### config.mk
export PLATFORM = sky130hd
export DESIGN_NAME = cam_search_ctrl
export DESIGN_NICKNAME = d
export VERILOG_FILES = /design/src/rtl/cam_search_ctrl.sv
export SDC_FILE = /design/constraint.sdc
export NUM_CORES = 1
export LEC_CHECK = 0
export CORE_AREA = 2 2 69 71
export CTS_CLUSTER_DIAMETER = 150
export DETAILED_ROUTE_END_ITERATION = 12
export DIE_AREA = 0 0 71 73
export GPL_TIMING_DRIVEN = 0
export PLACE_DENSITY_LB_ADDON = 0.15
export SLEW_MARGIN = 5
export SYNTH_ARGS = -nofsm -noshare
export SYNTH_HDL_FRONTEND = slang
export SYNTH_SLANG_ARGS = --single-unit
### constraint.sdc
create_clock -name clk -period 1.9 [get_ports clk]
set_input_delay 0.38 -clock clk [delete_from_list [all_inputs] [get_ports clk]]
set_output_delay 0.38 -clock clk [all_outputs]
set_load 0.02 [all_outputs]
### src/rtl/cam_search_ctrl.sv
// Sequencer/arbiter for a linear-scan CAM in external synchronous-read RAM.
// One write requester (absolute priority) and two round-robin search requesters.
module cam_search_ctrl #(
  parameter int DATA_W = 5,
  parameter int ADDR_W = 5,
  parameter int DEPTH  = 32
) (
  input  logic              clk,
  input  logic              rst,
  input  logic              req0,
  input  logic [DATA_W-1:0] key0,
  input  logic              req1,
  input  logic [DATA_W-1:0] key1,
  input  logic              wr_req,
  input  logic [ADDR_W-1:0] wr_addr,
  input  logic [DATA_W-1:0] wr_data,
  output logic              grant0,
  output logic              grant1,
  output logic              wr_ack,
  output logic              mem_rd_en,
  output logic [ADDR_W-1:0] mem_rd_addr,
  input  logic [DATA_W-1:0] mem_rd_data,
  output logic              mem_wr_en,
  output logic [ADDR_W-1:0] mem_wr_addr,
  output logic [DATA_W-1:0] mem_wr_data,
  output logic              busy,
  output logic              done,
  output logic              done_id,
  output logic              found,
  output logic [ADDR_W-1:0] match_addr
);

  localparam logic [ADDR_W-1:0] LAST = ADDR_W'(DEPTH - 1);

  typedef enum logic [1:0] {IDLE, WRITE, SCAN, DONE} state_t;

  state_t            state, state_nx;
  logic              rr_last;
  logic              srv_id;
  logic [DATA_W-1:0] key_q;
  logic              cmp_vld;
  logic [ADDR_W-1:0] cmp_addr;
  logic              take_wr, take_srch, sel, hit, scan_end;
  logic              rd_en_d;
  logic [ADDR_W-1:0] rd_addr_d;

  always_ff @(posedge clk or negedge rst) begin
    if (!rst) state <= IDLE;
    else      state <= state_nx;
  end

  // WRITE and DONE fall straight into arbitration so a new grant can follow
  // their one-cycle pulse immediately; WRITE masks the write it just acknowledged.
  always_comb begin
    take_wr   = (state != SCAN) && wr_req && (state != WRITE);
    take_srch = (state != SCAN) && !take_wr && (req0 || req1);
    sel       = req1 && (!req0 || !rr_last);
    hit       = (state == SCAN) && cmp_vld && (mem_rd_data == key_q);
    scan_end  = hit || ((state == SCAN) && cmp_vld && (cmp_addr == LAST));
    state_nx  = state;
    unique case (state)
      SCAN:    if (scan_end) state_nx = DONE;
      default: begin
        if (take_wr)        state_nx = WRITE;
        else if (take_srch) state_nx = SCAN;
        else                state_nx = IDLE;
      end
    endcase
  end

  // Read issue: address 0 the cycle after the grant, then one per cycle until
  // a hit or the last entry has been issued.
  always_comb begin
    rd_en_d   = 1'b0;
    rd_addr_d = mem_rd_addr;
    if (grant0 || grant1) begin
      rd_en_d   = 1'b1;
      rd_addr_d = '0;
    end else if ((state == SCAN) && mem_rd_en && !hit && (mem_rd_addr != LAST)) begin
      rd_en_d   = 1'b1;
      rd_addr_d = mem_rd_addr + ADDR_W'(1);
    end
  end

  always_ff @(posedge clk or negedge rst) begin
    if (!rst) begin
      rr_last     <= 1'b1;
      srv_id      <= 1'b0;
      key_q       <= '0;
      cmp_vld     <= 1'b0;
      cmp_addr    <= '0;
      grant0      <= 1'b0;
      grant1      <= 1'b0;
      wr_ack      <= 1'b0;
      mem_wr_en   <= 1'b0;
      mem_wr_addr <= '0;
      mem_wr_data <= '0;
      mem_rd_en   <= 1'b0;
      mem_rd_addr <= '0;
      busy        <= 1'b0;
      done        <= 1'b0;
      done_id     <= 1'b0;
      found       <= 1'b0;
      match_addr  <= '0;
    end else begin
      grant0    <= take_srch && !sel;
      grant1    <= take_srch && sel;
      wr_ack    <= take_wr;
      mem_wr_en <= take_wr;
      if (take_wr) begin
        mem_wr_addr <= wr_addr;
        mem_wr_data <= wr_data;
      end
      if (take_srch) begin
        key_q   <= sel ? key1 : key0;
        srv_id  <= sel;
        rr_last <= sel;
      end
      mem_rd_en   <= rd_en_d;
      mem_rd_addr <= rd_addr_d;
      cmp_vld     <= mem_rd_en;
      cmp_addr    <= mem_rd_addr;
      busy        <= (state_nx != IDLE);
      done        <= scan_end;
      if (scan_end) begin
        done_id    <= srv_id;
        found      <= hit;
        match_addr <= hit ? cmp_addr : '0;
      end
    end
  end

endmodule

==> out/metrics.cfg <==
[setup_path]
cp_num_buf_inv = 1
path_common_cell = ha_4
worstReg2RegStart = mem_rd_addr[0]
worstPathCellList = ha_4 > and3_4 > ha_4 > nand3b_1 > a21o_1 > buf_6 > or3_1 > a21oi_1
reg2reg_depth = 8
endpoint_kind = flop
crit_required_ns = 2.11
worst_setup_path_start_kind = flop
rr_endpoint = mem_rd_addr[2]
crit_fanout = 5
crit_type = flop to flop
cp_slowest_cell = dfrtp_2
rrSetupSlack_ns = -0.04
critPathTopFamily = simple AND/OR/NAND/NOR gates
arrival_ns = 2.15
crit_path_max_incr_delay_ns = 0.43

[final_layout]
design_area_um2 = 2560
area_growth_pct = 49.2
antennaDiodeCount = 0
fin_nets = 262
layout_common_cells = clkdlybuf4s50_1 (56), nand2_1 (40), dfrtp_1 (40)
final_common_cell = clkdlybuf4s50_1
drive_gt1_share_pct = 13.0
utilization_pct = 56.4
stdcell_count = 285

[power_and_ir_drop]
p_sw_w = 0.00137
clkPwrFrac_pct = 14.7
p_comb_share_pct = 45.0
swShare_pct = 36.7
powerDensity_nw_per_um2 = 1460
p_int_w = 0.00237
peakVddDrop_v = 0.000777
p_leak_nw = 1.21
p_seq_share_pct = 40.3

[cts]
cts_root_buf = clkbuf_8
clkLatencyLatePin_ns = 0.29
cts_tree = built
cts_hold_buf = 0
clk_pin_slew_ns = 0.08
numCtsBuffers = 5
clock-sinks = 43
cts-htree-levels = 2
max-clock-path-buffers = 2

[timing]
finalSetupViolations = 1
period_needed_ns = 1.94
fmax_mhz = 516
rsz0062_at_grt = true
tns_ns = -0.0394
setup_ws_ns = -0.0394
worst_pin_slew_ns = 0.468
finalHoldViolations = 0
skew_ns = 0.00529
slew_headroom_pct = 68.6
slew_violations = 0
period_share_pct = 102

[grt]
antenna_found_initial = 0
grt_max_degree = 27
grt_pass1_vias = 1369
overflow = 0
grt_usage_pct = 15.5
grt_pass1_wl_um = 6240

[synth]
ys_warn_count = 0
ys_ff_latch = 43
synth_nets = 189
ys_types = 29
syn-cell-area_um2 = 1710
seq_area_frac_synth_pct = 62.8
syn_inst = 157
syn_area_per_cell_um2 = 10.9

[placed_design]
portBuffers = 58
dpl_cell_area_um2 = 2380
dp.cells = 270
gp_congestion = 0.752
dp_hpwl_um = 2650

[run_status]
status = complete, but fails checks
violations = setup timing

[floorplanning]
die_w_um = 71
die_h_um = 73
start_util_pct = 37.8
top_level_ports = 59
core_um2 = 4540
std_cell_rows = 25
die_area_um2 = 5180

[drt]
routed_wl_um = 3760
dr.pass1.iters = 4
drc_errors = 0
drt_iter0_drc = 82
final_antenna_net_count = 0
wl_per_cell_um = 13.2
routed_via_density = 4.76
via_count = 1358

[hold_path]
hold_path.class = input pin to async pin

[flow_run]
maxCapViolCount = 0

-- registers in the layout (all words and copies together) (netlist names), 2 cells and up --
signal and count:
key_q 5, match_addr 5, mem_rd_addr 5, cmp_addr 5, state 2, mem_wr_addr 5
mem_wr_data 5
-- metal layers --
layer  share of wire, %  vias up  global-route usage [%]
met5                  0        -                       0
met4                2.3        0                    5.66
met3                6.1        9                    4.14
met2                 49       55                    26.1
met1                 43      625                    19.2
li1                   -      669                       -
-- power by group through the flow --
stage	clock [W]	combinational (W)	sequential, W
floorplan	0	0.000604	0.00177
global placement	0	0.00153	0.00152
detailed placement	0	0.00157	0.00153
CTS	0.000570	0.00162	0.00150
global route	0.000612	0.00184	0.00157
finish	0.000550	0.00168	0.00151
-- cell usage after synthesis --
master | n | area (um2)
o22ai_1 | 1 | 6.26
a21oi_1 | 3 | 15.0
dfrtp_1 | 42 | 1050
or2_2 | 2 | 12.5
buf_6 | 1 | 11.3
nand3_1 | 5 | 25.0
mux2_2 | 1 | 11.3
dfstp_2 | 1 | 26.3
a21o_1 | 4 | 30.0
a21boi_0 | 1 | 7.51
nor2b_1 | 1 | 6.26
o21ai_0 | 11 | 55.1
xor2_1 | 4 | 35.0
or3_1 | 2 | 12.5
clkbuf_1 | 2 | 7.51
nand2b_1 | 2 | 12.5
nor3_1 | 1 | 5.00
buf_1 | 1 | 3.75
and3_1 | 3 | 18.8
a22o_1 | 5 | 43.8
ha_1 | 2 | 25.0
xnor2_1 | 2 | 17.5
nor2_1 | 7 | 26.3
buf_4 | 1 | 7.51
inv_1 | 4 | 15.0
mux2i_1 | 5 | 50.1
nand2_1 | 40 | 150
a21boi_2 | 1 | 11.3
nand3b_1 | 2 | 15.0
-- kinds of logic after synthesis --
group / share of synthesized area (%)
AND/OR/NAND/NOR: 16.6
flip-flops: 62.8
AO/OA/AOI/OAI: 9.85
buffers and inverters: 2.63
XOR/XNOR: 3.07
multiplexers: 3.58
adder cells (fa/ha/maj): 1.46
-- final cells by class --
cell class                      instances  area [um2]
Buffer                                  5        30.0
Clock buffer                            7        76.3
Clock inverter                          1        5.00
Fill cell                             389        1980
Inverter                                4        15.0
Multi-Input combinational cell        105         636
Sequential cell                        43        1080
Tap cell                               54        67.6
Timing Repair Buffer                   66         648
-- stage by stage --
| step | total power (W) | hold WS (ns) | worst slack (ns) |
|---|---|---|---|
| after floorplan | 0.00238 | 0.0844 | 0.000505 |
| after global placement | 0.00305 | 0.409 | -0.750 |
| after detailed placement | 0.00310 | 0.348 | -0.231 |
| after CTS | 0.00369 | 0.0335 | 0.00195 |
| after global routing | 0.00402 | 0.0447 | -0.0528 |
| final | 0.00374 | 0.0178 | -0.0394 |
-- what timing repair did --
action                     CTS  global route
gates cloned                 0             1
setup buffers                2             4
setup endpoints to repair    2             3
gates resized for setup      0             8
pin swaps                    1             4
-- worst max-delay path by stage --
stage	depth (start not counted)	to	from	slack (ns)
final	8	mem_rd_addr[2]	mem_rd_addr[0]	-0.04
after global routing	8	mem_rd_addr[2]	mem_rd_addr[0]	-0.05
after CTS	8	mem_rd_addr[3]	mem_rd_addr[1]	0.002
after detailed placement	6	done_id	mem_rd_data[0]	-0.23
after global placement	1	mem_rd_addr[1]	rst	-0.75
after floorplan	8	mem_rd_addr[3]	mem_rd_addr[1]	0.0005
Power figures use the tool's default switching activity.
